**src/rtl/implication_queue.sv**
```systemverilog
// Implication queue between the unit-clause evaluators and the assignment unit.
// Buffers {variable, value} implications in FIFO order, drops duplicates and flags the first contradiction.
module implication_queue #(
  parameter int NUM_VARIABLE   = 128,
  parameter int VARIABLE_INDEX = 6,
  parameter int DEPTH          = 16
) (
  input  logic                      clock,
  input  logic                      reset,
  input  logic                      flush,
  input  logic                      push_valid,
  input  logic [VARIABLE_INDEX:0]   push_var,
  input  logic                      push_val,
  output logic                      push_ready,
  output logic                      pop_valid,
  output logic [VARIABLE_INDEX:0]   pop_var,
  output logic                      pop_val,
  input  logic                      pop_ready,
  output logic                      conflict,
  output logic [VARIABLE_INDEX:0]   conflict_var,
  output logic [$clog2(DEPTH):0]    count,
  output logic                      empty,
  output logic                      full
);

  localparam int AW = $clog2(DEPTH);

  // Entry storage and the per-variable value table carry no reset; pend and the
  // pointers decide what is meaningful.
  logic [VARIABLE_INDEX:0] ent_var [DEPTH];
  logic                    ent_val [DEPTH];
  logic [NUM_VARIABLE-1:0] pval;

  logic [AW:0]             head;
  logic [AW:0]             tail;
  logic [NUM_VARIABLE-1:0] pend;
  logic                    conflict_q;
  logic [VARIABLE_INDEX:0] conflict_var_q;

  logic [AW-1:0]           head_idx;
  logic [AW-1:0]           tail_idx;
  logic [VARIABLE_INDEX:0] head_var;
  logic                    head_val;
  logic                    push_fire;
  logic                    pop_fire;
  logic                    push_live;
  logic                    do_enq;
  logic                    do_conf;

  assign head_idx = head[AW-1:0];
  assign tail_idx = tail[AW-1:0];
  assign head_var = ent_var[head_idx];
  assign head_val = ent_val[head_idx];

  assign empty      = (head == tail);
  assign full       = (head_idx == tail_idx) && (head[AW] != tail[AW]);
  assign count      = tail - head;
  assign push_ready = !full && !conflict_q;
  assign pop_valid  = !empty && !conflict_q;
  assign pop_var    = pop_valid ? head_var : '0;
  assign pop_val    = pop_valid ? head_val : 1'b0;
  assign conflict     = conflict_q;
  assign conflict_var = conflict_var_q;

  // Classification uses start-of-cycle pend, so a push matching the head being
  // popped this cycle is seen as pending (duplicate or conflict), never re-enqueued.
  assign push_fire = push_valid && push_ready;
  assign pop_fire  = pop_valid && pop_ready;
  assign push_live = push_fire && (push_var != '0);
  assign do_enq    = push_live && !pend[push_var];
  assign do_conf   = push_live && pend[push_var] && (pval[push_var] != push_val);

  always_ff @(posedge clock) begin
    if (reset || flush) begin
      head           <= '0;
      tail           <= '0;
      pend           <= '0;
      conflict_q     <= 1'b0;
      conflict_var_q <= '0;
    end else begin
      if (do_enq) begin
        tail           <= tail + 1'b1;
        pend[push_var] <= 1'b1;
      end
      // An enqueued variable is never pending, so it cannot equal the popped head.
      if (pop_fire) begin
        head           <= head + 1'b1;
        pend[head_var] <= 1'b0;
      end
      if (do_conf) begin
        conflict_q     <= 1'b1;
        conflict_var_q <= push_var;
      end
    end
  end

  always_ff @(posedge clock) begin
    if (do_enq) begin
      ent_var[tail_idx] <= push_var;
      ent_val[tail_idx] <= push_val;
      pval[push_var]    <= push_val;
    end
  end

endmodule

```
**config.mk**
```make
export PLATFORM = sky130hd
export DESIGN_NAME = implication_queue
export DESIGN_NICKNAME = d
export VERILOG_FILES = /design/src/rtl/implication_queue.sv
export SDC_FILE = /design/constraint.sdc
export NUM_CORES = 1
export LEC_CHECK = 0
export ABC_AREA = 0
export CAP_MARGIN = 10
export CORE_UTILIZATION = 45
export CTS_CLUSTER_SIZE = 16
export DETAILED_ROUTE_END_ITERATION = 8
export PLACE_DENSITY_LB_ADDON = 0.2
export SYNTH_ARGS = -nofsm -noshare
export SYNTH_HDL_FRONTEND = slang
export SYNTH_SLANG_ARGS = --single-unit
```
**constraint.sdc**
```tcl
create_clock -name clock -period 5.2 [get_ports clock]
set_input_delay 1.3 -clock clock [delete_from_list [all_inputs] [get_ports clock]]
set_output_delay 1.3 -clock clock [all_outputs]
set_load 0.005 [all_outputs]
```
==> out/metrics.yaml, run 1 <==
die_y_um: 201.0
setup-violations-final: 0
start_kind: "register"
drc: 0
holdPathEnd: "conflict_var[6]"
drtPass1Iterations: 5
cp-end-kind: "output port"
layout_commonest_cell: "edfxtp_1"
grt-ovfl-total: 0
top_usage_layer: "met2"
p_leak_uw: 0.006465
ioPinCount: 38
ys_ff_latch: 406
synthArstFlopShare: 0
min_period_ns: 4.731
synth-main-ff-cell: "edfxtp_1"
grt_start_max_net_pins: 78
start_util: 0.4590
drive_gt1_frac: 0.2761
final.period_utilization: 0.9097
vias: 11640
finalNetCount: 1312
synth_top_family_by_area: "multiplexers"
grt_pass1_vias: 11590
viasPerCell: 6.327
yosysSeqAreaShare: 0.5998
yosys.area_share.simple: 0.1061
reg2reg_slack_ns: 1.05
antenna_cells: 0
hp-class: "reg2reg"
gp_congestion: 0.9019
grt.total_usage: 0.2504
coreArea_mm2: 0.03883
crit_required_ns: 3.90
place_ws_ns: 0.2974
worstHoldStart: "conflict_var[6]"
fin_cells: 1840
dr.first_iter.drc_count: 1141
synth_edf_count: 256
placedCellCount: 1763
clk_latency_ns: 0.59
path_clk_slew_ns: 0.06
startpoint: "tail[3]"
port_buffers: 37
core.rowCount: 72
timing.rr.end: "pend[6]"
cts_sinks: 406
swShare: 0.2311
hold_viol: 0
wl_um: 50310
switching_power_uw: 1601
synth_cell_types: 68
rsz0062_at_grt: "no"
worstReg2RegStart: "tail[3]"
reg2reg_depth: 8
grt_util_met1: 0.3584
cts.path.max_buffers: 3
synth_compound_gate_area_share: 0.1220
tns_ns: 0
synth_fa_ha_area_frac: 0.007441
pwr-share-seq: 0.496
cts_buffers: 42
synth_area_mm2: 0.01782
syn_avg_cell_area_um2: 14.42
status: "finished clean"
fin_skew_ns: 0.03159
multi_input_comb_area_mm2: 0.006558
cts-root-buf: "clkbuf_16"
internal_power_uw: 5325
drtAntennaViolNets: 0
clockPowerShare: 0.436
slew_headroom: 0.2127
die_area_mm2: 0.04041
cts_hold_buf: 0
syn_nets: 1259
cp_data_arrival_time_ns: 3.43
combPwrFrac: 0.068
timing.final.ws_setup_ns: 0.4693
cts_tree: "yes"
finalPower_uw: 6926
yosysWarningCount: 0
final.fill_count: 3212
pwr_density_cell_mw_per_mm2: 341.2
antenna_found_initial: 0
vdd_drop_max_mv: 0.2766
areaGrowthSynthToFinish_pct: 13.89
cp_max_fo: 12
layout_common_cells: "edfxtp_1 (256), dfxtp_1 (149), o221a_2 (90)"
grt_pass1_wl_um: 75110
die_w_um: 201.0
slew_viol_final: 0
crit_type: "reg2out"
cts_setup_buffers: 0
ff_latch_area_mm2: 0.01069
fmax_mhz: 211.4
maxCapViolCount: 0
met2_usage: 0.3773
hold_path_depth: 2
syn-instance-count: 1236
dp_hpwl_um: 31580
htree_levels: 2
grt_util_met3: 0.05325
synthXorXnorAreaFrac: 0.005405
ctsResizeCount: 0
wl_per_cell_um: 27.34
worstMarginPinSlew_ns: 1.178
muxShareOfSynthArea: 0.1233
-- registers in the layout (all words and copies together), names as in the netlist, named ones only --
register,flops
ent_var,112
pval,128
pend,128
conflict,1
head,5
tail,5
conflict_var,7
ent_val,16
-- cell usage after synthesis (9+ instances only) --
cell type  count  share of area
nor3_1        76          0.021
inv_1         20         0.0042
a21oi_1       14         0.0039
mux4_2        59          0.075
nand4_1        9         0.0032
o221a_1       37          0.023
o221a_2       90          0.057
o21ai_0       10         0.0028
ha_1           9         0.0063
buf_2         12         0.0034
o22ai_1       24         0.0084
buf_6         18          0.011
nor2_1        26         0.0055
dfxtp_1      150           0.17
clkbuf_1      52          0.011
o221ai_1      19         0.0093
edfxtp_1     256           0.43
nor2b_1       16         0.0056
and2_1        14         0.0049
nand2_1       68          0.014
nor3_2        59          0.033
buf_1         10         0.0021
mux2i_1       82          0.046
-- worst max-delay path, stage by stage (launching register included) --
cell and delay, ns:
dfxtp_1 0.78, ha_1 0.40, nand4_1 0.16, nor2_1 0.07
nor2_1 0.62, and2_1 0.30, clkdlybuf4s50_1 0.52
-- cell families (layout without fill, tap and decap cells) --
kind of cell | Yosys count | after routing
AO/OA/AOI/OAI | 231 | 231
XOR/XNOR | 11 | 11
adder cells (fa/ha/maj) | 10 | 10
buffers and inverters | 120 | 206
flip-flops | 406 | 406
multiplexers | 144 | 144
other | 1 | 1
AND/OR/NAND/NOR | 313 | 313
-- through the flow --
stage            util  hold slack (ns)  area [µm²]
6_report       0.5228           0.4566       20300
5_1_grt        0.5228           0.4815       20300
4_1_cts        0.5228           0.4627       20300
3_5_place_dp   0.4873           0.4497       18920
3_3_place_gp   0.4873           0.4457       18920
2_1_floorplan       -           0.4451       17820
-- power groups by stage --
| stage | clock, µW | combinational [µW] | sequential, µW |
|---|---|---|---|
| after floorplan | 0 | 264 | 3510 |
| after global placement | 0 | 459 | 3510 |
| after detailed placement | 0 | 460 | 3510 |
| after CTS | 3070 | 461 | 3440 |
| after global routing | 3180 | 489 | 3440 |
| final | 3020 | 468 | 3440 |
-- routing by layer --
metal,share of wire,up-vias
met3,0.080,98
met2,0.45,535
li1,-,5095
met4,0.030,0
met1,0.44,5914
met5,0,-
-- how the worst max path moves through the flow --
stage            endpoint  cells past startpoint  slack, ns
2_1_floorplan  ent_val[4]                     13       0.43
3_3_place_gp     pval[64]                     10       0.40
3_5_place_dp     pval[59]                     10       0.30
4_1_cts        pop_var[6]                      6       0.46
5_1_grt        pop_var[5]                      6       0.32
6_report       pop_var[6]                      6       0.47
-- cell type report --
cell class,instances,area share
multi-input combinational,710,0.3231
timing repair buffer,108,0.04654
inverter,21,0.003883
clock inverter,23,0.01184
clock buffer,54,0.05603
tap,518,0.03193
sequential,406,0.5267
Power figures use the tool's default switching activity.
==> run 2: changes to the inputs <==
--- a/config.mk
+++ b/config.mk
@@ -11,6 +11,7 @@
 export CTS_CLUSTER_SIZE = 16
 export DETAILED_ROUTE_END_ITERATION = 8
 export PLACE_DENSITY_LB_ADDON = 0.2
+export SLEW_MARGIN = 0
 export SYNTH_ARGS = -nofsm -noshare
 export SYNTH_HDL_FRONTEND = slang
 export SYNTH_SLANG_ARGS = --single-unit
==> constraint.sdc (replaced) <==
create_clock -name clock -period 5.39 [get_ports clock]
set_input_delay 1.3475 -clock clock [delete_from_list [all_inputs] [get_ports clock]]
set_output_delay 1.3475 -clock clock [all_outputs]
set_load 0.005 [all_outputs]
==> run 2 against run 1 <==
  * Global-route usage grew 0.41 points
  * Worst setup slack better by 0.16 ns
  * Critical path depth is 1 lower
  * Non-clock buffer count grew 1
  * Register-to-register slack better by 0.18 ns
  * Sequential power shrank 3%
  * First-iteration DRC count is 24% higher
  * Critical path type unchanged
  * Largest power group unchanged
==> out/metrics.yaml, run 2 (same netlist as run 1, synthesis figures left out) <==
cp_common_cell: "mux4_2"
dpl_cell_area_mm2: 0.01895  # +0.17%
ctsResizeCount: 0  # unchanged
pwr_density_cell_mw_per_mm2: 331.5  # -2.9%
design_area_mm2: 0.02036  # +0.29%
start_kind: "register"
cpPeakStageDelay_ns: 0.64  # -0.14 ns
antenna_found_initial: 0  # unchanged
hold_path_depth: 2  # unchanged
holdPathEnd: "conflict_var[1]"
reg2reg_depth: 8  # unchanged
grt.total_usage: 0.2545  # +0.004112
cts_buffers: 43  # +2.4%
cts-root-buf: "clkbuf_16"
swShare: 0.2343  # +0.003222
worstHoldStart: "conflict_var[1]"
internal_power_uw: 5166  # -3.0%
wl_um: 50710  # +0.79%
pwr-share-seq: 0.491  # -0.005
grt_pass1_vias: 11740  # +1.3%
antenna_cells: 0  # unchanged
die_area_mm2: 0.04041  # unchanged
fmax_mhz: 210.1
tns_ns: 0  # unchanged
setup-violations-final: 0  # unchanged
dr.first_iter.drc_count: 1413  # +24%
start_util: 0.4590  # unchanged
vias: 11820  # +1.6%
hp-class: "reg2reg"
gp_congestion: 0.8536  # -5.4%
final.period_utilization: 0.8830
vdd_drop_max_mv: 0.2899  # +4.8%
die_w_um: 201.0  # unchanged
dp_hpwl_um: 31210  # -1.2%
hold_viol: 0  # unchanged
status: "finished clean"
final.fill_count: 3245  # +1.0%
maxCapViolCount: 0  # unchanged
grt-ovfl-total: 0  # unchanged
clockPowerShare: 0.440  # +0.004
rsz0062_at_grt: "no"
fin_cells: 1841  # +0.054%
drtAntennaViolNets: 0  # unchanged
crit_required_ns: 4.04  # +0.14 ns
htree_levels: 2  # unchanged
critical_path.cell_chain: "buf_4 > mux4_2 > mux4_2 > and2_1 > clkdlybuf4s50_1"
layout_commonest_cell: "edfxtp_1"
placedCellCount: 1764  # +0.057%
worstReg2RegStart: "tail[3]"
ff_latch_area_mm2: 0.01069  # unchanged
cp_max_fo: 32  # +20
areaGrowthSynthToFinish_pct: 14.22
cts_setup_buffers: 0  # unchanged
cp_slowest_cell: "mux4_2"
min_period_ns: 4.759
cts.path.max_buffers: 3  # unchanged
layout_common_cells: "edfxtp_1 (256), dfxtp_1 (149), o221a_2 (90)"
reg_top3: "pend (128), pval (128), ent_var (112)"
p_leak_uw: 0.006492  # +0.42%
wl_per_cell_um: 27.54  # +0.73%
grt_start_max_net_pins: 70  # -10%
worstMarginPinSlew_ns: 1.273  # +0.09499 ns
cts_tree: "yes"
slew_viol_final: 0  # unchanged
combPwrFrac: 0.068  # about the same
reg2reg_slack_ns: 1.23  # +0.18 ns
finalNetCount: 1314  # +0.15%
drc: 0  # unchanged
clk_latency_ns: 0.58  # about the same
port_buffers: 37  # unchanged
viasPerCell: 6.423  # +1.5%
timing.rr.end: "pend[118]"
drtPass1Iterations: 5  # unchanged
cp_data_arrival_time_ns: 3.41  # -0.02 ns
ioPinCount: 38  # unchanged
fin_skew_ns: 0.01985  # -0.01173 ns
cts_hold_buf: 0  # unchanged
core.rowCount: 72  # unchanged
slew_headroom: 0.1492  # -0.06348
grt_pass1_wl_um: 76840  # +2.3%
path_clk_slew_ns: 0.06  # about the same
cts_sinks: 406  # unchanged
die_y_um: 201.0  # unchanged
cp-end-kind: "output port"
multi_input_comb_area_mm2: 0.006558  # unchanged
crit_type: "reg2out"
switching_power_uw: 1581  # -1.2%
drive_gt1_frac: 0.2751  # -0.0009645
coreArea_mm2: 0.03883  # unchanged
## run 2: changes by cell type in the layout (fill, tap and decap cells not counted), sizes merged
cell	delta
buf	+1
clkbuf	+2
inv	+2
clkinv	-3
clkinvlp	-1
## run 2: metal layers
metal / global-route usage / up-vias / share of wire / wire length, µm
met3: 0.03994 / 90 / 0.078 / 3978
li1: - / 5099 / - / -
met1: 0.3757 / 6098 / 0.45 / 22590
met5: 0 / - / 0 / 0
met2: 0.3831 / 537 / 0.45 / 22890
met4: 0.08342 / 0 / 0.024 / 1239
## run 2: cell type report
cell class / count / area share
clock buffer: 56 / 0.05673
timing repair buffer: 109 / 0.04800
sequential: 406 / 0.5252
tap: 518 / 0.03184
multi-input combinational: 710 / 0.3221
clock inverter: 21 / 0.01223
inverter: 21 / 0.003872
## run 2: through the flow
stage / power, µW / worst slack, ns / utilization / hold slack (ns)
finish: 6748 / 0.6309 / 0.5243 / 0.4601
global route: 6933 / 0.5154 / 0.5243 / 0.4727
CTS: 6781 / 0.6026 / 0.5243 / 0.4610
detailed placement: 3834 / 0.3322 / 0.4881 / 0.4517
global placement: 3832 / 0.4085 / 0.4881 / 0.4430
floorplan: 3637 / 0.5741 / - / 0.4451
## run 2: power groups by stage
stage,clock [µW],sequential [µW],combinational [µW]
after floorplan,0,3380,255
after global placement,0,3380,449
after detailed placement,0,3380,451
after CTS,3010,3320,453
after global routing,3140,3320,480
final,2970,3320,461
## run 2: worst max path at each step
| stage | end | slack [ns] | depth (start not counted) |
|---|---|---|---|
| CTS | pop_var[6] | 0.60 | 5 |
| finish | pop_var[6] | 0.63 | 5 |
| global placement | pval[64] | 0.41 | 10 |
| floorplan | ent_val[4] | 0.57 | 13 |
| global route | pop_var[5] | 0.52 | 5 |
| detailed placement | pval[64] | 0.33 | 10 |
## run 2: critical path: cells and delay by family (launching register included)
family / cells / cell delay, ns
muxes: 2 / 1.25
buffers and inverters: 2 / 0.97
DFF: 1 / 0.31
and+or+nand+nor: 1 / 0.26
==> run 3: changes to the inputs <==
--- a/config.mk
+++ b/config.mk
@@ -7,9 +7,12 @@
 export LEC_CHECK = 0
 export ABC_AREA = 0
 export CAP_MARGIN = 10
+export CORE_ASPECT_RATIO = 0.6
 export CORE_UTILIZATION = 45
 export CTS_CLUSTER_SIZE = 16
 export DETAILED_ROUTE_END_ITERATION = 8
+export GPL_ROUTABILITY_DRIVEN = 1
+export GPL_TIMING_DRIVEN = 0
 export PLACE_DENSITY_LB_ADDON = 0.2
 export SLEW_MARGIN = 0
 export SYNTH_ARGS = -nofsm -noshare
==> run 3 against run 2 <==
  * The flow now finishes with violations (design-rule violations, negative setup slack)
  * Cell count rose by 2.4%
  * Clock skew rose by 0.013 ns
  * Combinational power rose by 10%
  * Wire length rose by 16%
  * Hold slack got worse by 0.0016 ns
  * Critical path type is now in2reg
  * Critical endpoint is now ent_val[4]
  * Largest power group unchanged
==> out/metrics.yaml, run 3 (same netlist as run 1, synthesis figures left out) <==
crit_required_ns: 5.65  # +1.61 ns
fin_cells: 1885  # +2.4%
cp_data_arrival_time_ns: 5.65  # +2.24 ns
p_leak_uw: 0.006544  # +0.80%
cts_sinks: 406  # unchanged
setup-violations-final: 5  # +5
path_clk_slew_ns: 0.06  # about the same
layout_commonest_cell: "edfxtp_1"
min_period_ns: 5.397  # +0.6375 ns
design_area_mm2: 0.02058  # +1.1%
vdd_drop_max_mv: 0.2093  # -28%
htree_levels: 2  # unchanged
reg_top3: "pend (128), pval (128), ent_var (112)"
dr.first_iter.drc_count: 1933  # +37%
ioPinCount: 38  # unchanged
grt_pass1_wl_um: 85240  # +11%
holdWs_ns: 0.4585  # -0.001624 ns
grt.total_usage: 0.2962  # +0.04165
cts-root-buf: "clkbuf_16"
worst-path-buf-inv: 9  # +7
wl_per_cell_um: 31.25  # +13%
cpPeakStageDelay_ns: 0.43  # -0.21 ns
crit_type: "in2reg"
hp-class: "reg2reg"
layout_common_cells: "edfxtp_1 (256), dfxtp_1 (150), o221a_2 (90)"
worstMarginPinSlew_ns: 1.319  # +0.04588 ns
die_w_um: 258.9  # +29%
drive_gt1_frac: 0.2656  # -0.009542
cp_max_fo: 20  # -38%
start_kind: "input port"
wl_um: 58910  # +16%
core.rowCount: 56  # -22%
maxCapViolCount: 0  # unchanged
dpl_cell_area_mm2: 0.01905  # +0.49%
cp_top_family: "buffers and inverters"
dp_hpwl_um: 40870  # +31%
finalPower_uw: 6704  # -0.64%
cts_tree: "yes"
cts_buffers: 38  # -12%
cp-end-kind: "register"
vias: 12530  # +6.0%
finalNetCount: 1357  # +3.3%
areaGrowthSynthToFinish_pct: 15.47
worstHoldStart: "conflict_var[0]"
fin_skew_ns: 0.03263  # +0.01278 ns
antenna_found_initial: 0  # unchanged
cts.path.max_buffers: 3  # unchanged
rsz0062_at_grt: "no"
cp_slowest_cell: "nor4b_4"
port_buffers: 37  # unchanged
die_y_um: 156.2  # -22%
coreArea_mm2: 0.03903  # +0.52%
timing.final.ws_setup_ns: -0.006658  # -0.6375 ns
fmax_mhz: 185.3  # -12%
slew_headroom: 0.1207  # -0.02853
gp_congestion: 0.9684  # +13%
cts_hold_buf: 0  # unchanged
grt-ovfl-total: 0  # unchanged
grt_pass1_vias: 11950  # +1.8%
slew_viol_final: 0  # unchanged
viasPerCell: 6.647  # +3.5%
drtAntennaViolNets: 0  # unchanged
pwr_density_cell_mw_per_mm2: 325.8  # -1.7%
clk_latency_ns: 0.57  # about the same
drc: 1  # +1
start_util: 0.4567  # -0.002355
critical_path.cell_chain: "clkbuf_4 > buf_6 > buf_6 > buf_6 > buf_12 > mux2i_1 > o22ai_1 > o21ai_0 > nand4_1 > a22oi_2 > nand3_1 > buf_2 > buf_2 > buf_2 > nor4b_4 > buf_4"
grt_start_max_net_pins: 88  # +26%
tns_ns: -0.01597  # -0.01597 ns
hold_viol: 0  # unchanged
status: "finished with violations"
violations: "design-rule violations, negative setup slack"
antenna_cells: 0  # unchanged
startpoint: "push_var[0]"
die_area_mm2: 0.04043  # about the same
final.period_utilization: 1.001  # +0.1183
placedCellCount: 1806  # +2.4%
drtPass1Iterations: 9  # +4
## run 3: cell count changes in the layout (fill, tap and decap cells not counted), moves of 4 or more
| cell | delta |
|---|---|
| buf_4 | -48 |
| clkbuf_1 | +47 |
| buf_6 | +19 |
| buf_2 | +11 |
| buf_1 | +9 |
| clkbuf_2 | +6 |
| clkbuf_16 | -5 |
| clkdlybuf4s50_1 | -4 |
| nor3_1 | -4 |
| nor3b_1 | -4 |
## run 3: report_power, final
part           internal, µW  total (µW)  switching [µW]
logic                   140         509             369
clock network          1670        2880            1210
registers              3310        3310            4.29
## run 3: per-layer routing
metal / global-route usage / wire (µm) / vias to the layer above
li1: - / - / 5189
met1: 0.4653 / 26880 / 6338
met2: 0.3661 / 21970 / 920
met3: 0.1246 / 9062 / 83
met4: 0.06255 / 995 / 0
met5: 0 / 0 / -
## run 3: path summary, 6_finish.rpt
| check | slack (ns) | depth (start not counted) | to |
|---|---|---|---|
| setup / recovery | -0.007 | 16 | ent_val[4] |
| hold / removal | 0.46 | 2 | conflict_var[0] |
| setup reg to reg | 1.20 | 8 | pend[97] |
| hold reg to reg | 0.46 | 2 | conflict_var[0] |
## run 3: worst register-to-register path, delay by kind of cell (launching register included)
kind                   cells  cell delay [ns]
AOI/OAI and AO/OA          1             0.37
and+or+nand+nor            2             0.71
muxes                      2             1.11
DFF                        1             0.30
buffers and inverters      3             1.66
## run 3: area by class of cell
class,count,area [µm²]
multi-input combinational,710,6666
inverter,21,80.08
tap,522,653.1
clock inverter,20,285.3
buffer,97,559.3
clock buffer,49,1012
sequential,406,10690
fill,3216,18450
timing repair buffer,60,634.4
## run 3: per-stage QoR
step | util | worst slack, ns
finish | 0.5273 | -0.006658
global route | 0.5273 | 0.007524
CTS | 0.5270 | 0.03463
detailed placement | 0.4880 | -2.036
global placement | 0.4829 | -3.124
floorplan | - | 0.5741
## run 3: what timing repair did
action	CTS	global route
cloned	0	0
pin swaps	6	2
endpoints found under the setup margin	340	97
setup buffers	9	3
gates resized for setup	38	16
==> RTL edit: new RTL, flow settings as in run 2 <==
Put a register stage on the output `count`. The value now appears one clock later. The other outputs are not delayed to match.
--- a/src/rtl/implication_queue.sv
+++ b/src/rtl/implication_queue.sv
@@ -54,7 +54,9 @@
 
   assign empty      = (head == tail);
   assign full       = (head_idx == tail_idx) && (head[AW] != tail[AW]);
-  assign count      = tail - head;
+  always_ff @(posedge clock) begin
+    count <= tail - head;
+  end
   assign push_ready = !full && !conflict_q;
   assign pop_valid  = !empty && !conflict_q;
   assign pop_var    = pop_valid ? head_var : '0;
Function: changed (Yosys sat finds a counterexample within 4 cycles, from zero or initial values).
==> RTL edit against run 2 <==
Synthesized cell count increased by 6.7%. Cell count increased by 5.1%. Register-to-register slack improved by 130 ps. Synthesized area increased by 2.5%. Sequential cell count increased by 5. Worst hold slack got worse by 3.9 ps. Non-clock buffer count unchanged. Total power increased by 0.81%. Combinational power decreased by 2%. Setup slack improved by 85 ps. Routed wire length decreased by 0.98%. Cell area increased by 2.0%. Largest power group unchanged.
==> RTL edit: results (changes against run 2) <==
outcome completed (unchanged); worst slew pin tran 1178 ps (was 1273 ps); # fillers 3360 (was 3245); Placer Congestion 0.8141 (was 0.8536); final WL 50210 um (was 50710 um); WL/cell 25.95 um (was 27.54 um); peak supply drop 0.2009 mV (was 0.2899 mV); Setup Skew 10.80 ps (was 19.85 ps); largest net degree at the start of global routing 87 (was 70); synth warn 0 (unchanged); Synth Instances 1319 (was 1236); period utilization 86.72% (was 88.30%); top cells by area, synth edfxtp_1 (42%), dfxtp_1 (17%), mux4_2 (11%), o21a_1 (5.3%), nor3_2 (4.3%) (was edfxtp_1 (43%), dfxtp_1 (17%), mux4_2 (7.5%), o221a_2 (5.7%), mux2i_1 (4.6%)); xor/xnor share of the synthesized area 0.4313% (was 0.5405%); setup slack at placement 349.8 ps (was 332.2 ps); Yosys cell types 61 (was 68); estimated wirelength of the detail-placed design 31830 um (was 31210 um); initial antenna violation count 1 (was 0); overall routing resource usage 24.77% (was 25.45%); post-DR vias/cell 6.120 (was 6.423); hold_ws 456.2 ps (was 460.1 ps); vias in the first global route 11.85k (was 11.74k); share of layout cells above drive strength 1 25.25% (was 27.51%); dpl cells 1858 (was 1764); nets 1402 (was 1314); Diodes inserted 0 (unchanged); post-synthesis sequential area ratio 59.04% (was 59.98%); worst-skew pair later-pin latency 560 ps (was 580 ps); first-pass GRT wire length 75440 um (was 76840 um); Crit Path Max Fanout 13 (was 32); Post-Synth Adder-Cell Area 0.7256% (was 0.7441%); Iter 0 DRT Violations 981 (was 1413); placed cell area 0.01933 sq mm (was 0.01895 sq mm); Pwr Density 327.6 mW/mm^2 (was 331.5 mW/mm^2); CTS Buf Count 44 (was 43); r2r setup slk 1360 ps (was 1230 ps); Leakage 6.696 nW (was 6.492 nW); CTS root buf clkbuf_16 (unchanged); Post-synth top cells edfxtp_1 (256), dfxtp_1 (155), a21oi_1 (138), o21a_1 (128), mux4_2 (90) (was edfxtp_1 (256), dfxtp_1 (150), o221a_2 (90), mux2i_1 (82), nor3_1 (76)); mux cell area share after synthesis 13.44% (was 12.33%); complex-gate fraction of the synthesized area 10.97% (was 12.20%)
-- RTL edit: changes by cell type after synthesis, sizes merged, moves of 27 or more --
cell   change
a21oi    +124
mux2i     -49
mux4      +31
nor2      +33
nor3      -33
nor4      +27
o21a     +127
o221a    -127
-- RTL edit: metal layers --
metal | vias up | global-route usage, % | share of wire, %
met5 | - | 0 | 0.018
met1 | 6066 | 33.21 | 42
met4 | 2 | 10.55 | 3.8
li1 | 5200 | - | -
met2 | 446 | 39.66 | 48
met3 | 128 | 4.394 | 6.5
-- RTL edit: worst max-delay path, cell delays in order (launching register included) --
cell	delay, ps
dfxtp_2	580
buf_4	360
mux4_2	590
mux4_2	580
and2_1	200
clkdlybuf4s50_1	440
-- RTL edit: power breakdown --
group,total (mW),switching (mW),internal [mW]
logic,0.452,0.314,0.138
clock network,3.00,1.24,1.75
registers,3.35,0.00536,3.35
total,6.80,1.56,5.24
-- RTL edit: logic make-up after synthesis --
| kind of cell | Yosys count |
|---|---|
| AO/OA/AOI/OAI | 311 |
| XOR/XNOR | 9 |
| adder cells (fa/ha/maj) | 10 |
| buffers and inverters | 108 |
| flip-flops | 411 |
| multiplexers | 132 |
| other | 1 |
| AND/OR/NAND/NOR | 337 |
-- RTL edit: final timing paths --
path,from,to,cells after the start
min,conflict_var[2],conflict_var[2],2
max reg2reg,tail[2],pend[59],10
min reg2reg,conflict_var[2],conflict_var[2],2
max,flop,pop_var[1],5
-- RTL edit: cell type report --
| type | instances | share of cell area, % |
|---|---|---|
| sequential | 411 | 51.98 |
| clock buffer | 61 | 6.358 |
| timing repair buffer | 109 | 4.502 |
| clock inverter | 16 | 0.5424 |
| tap | 525 | 3.164 |
| inverter | 13 | 0.2350 |
| multi-input combinational | 800 | 33.22 |
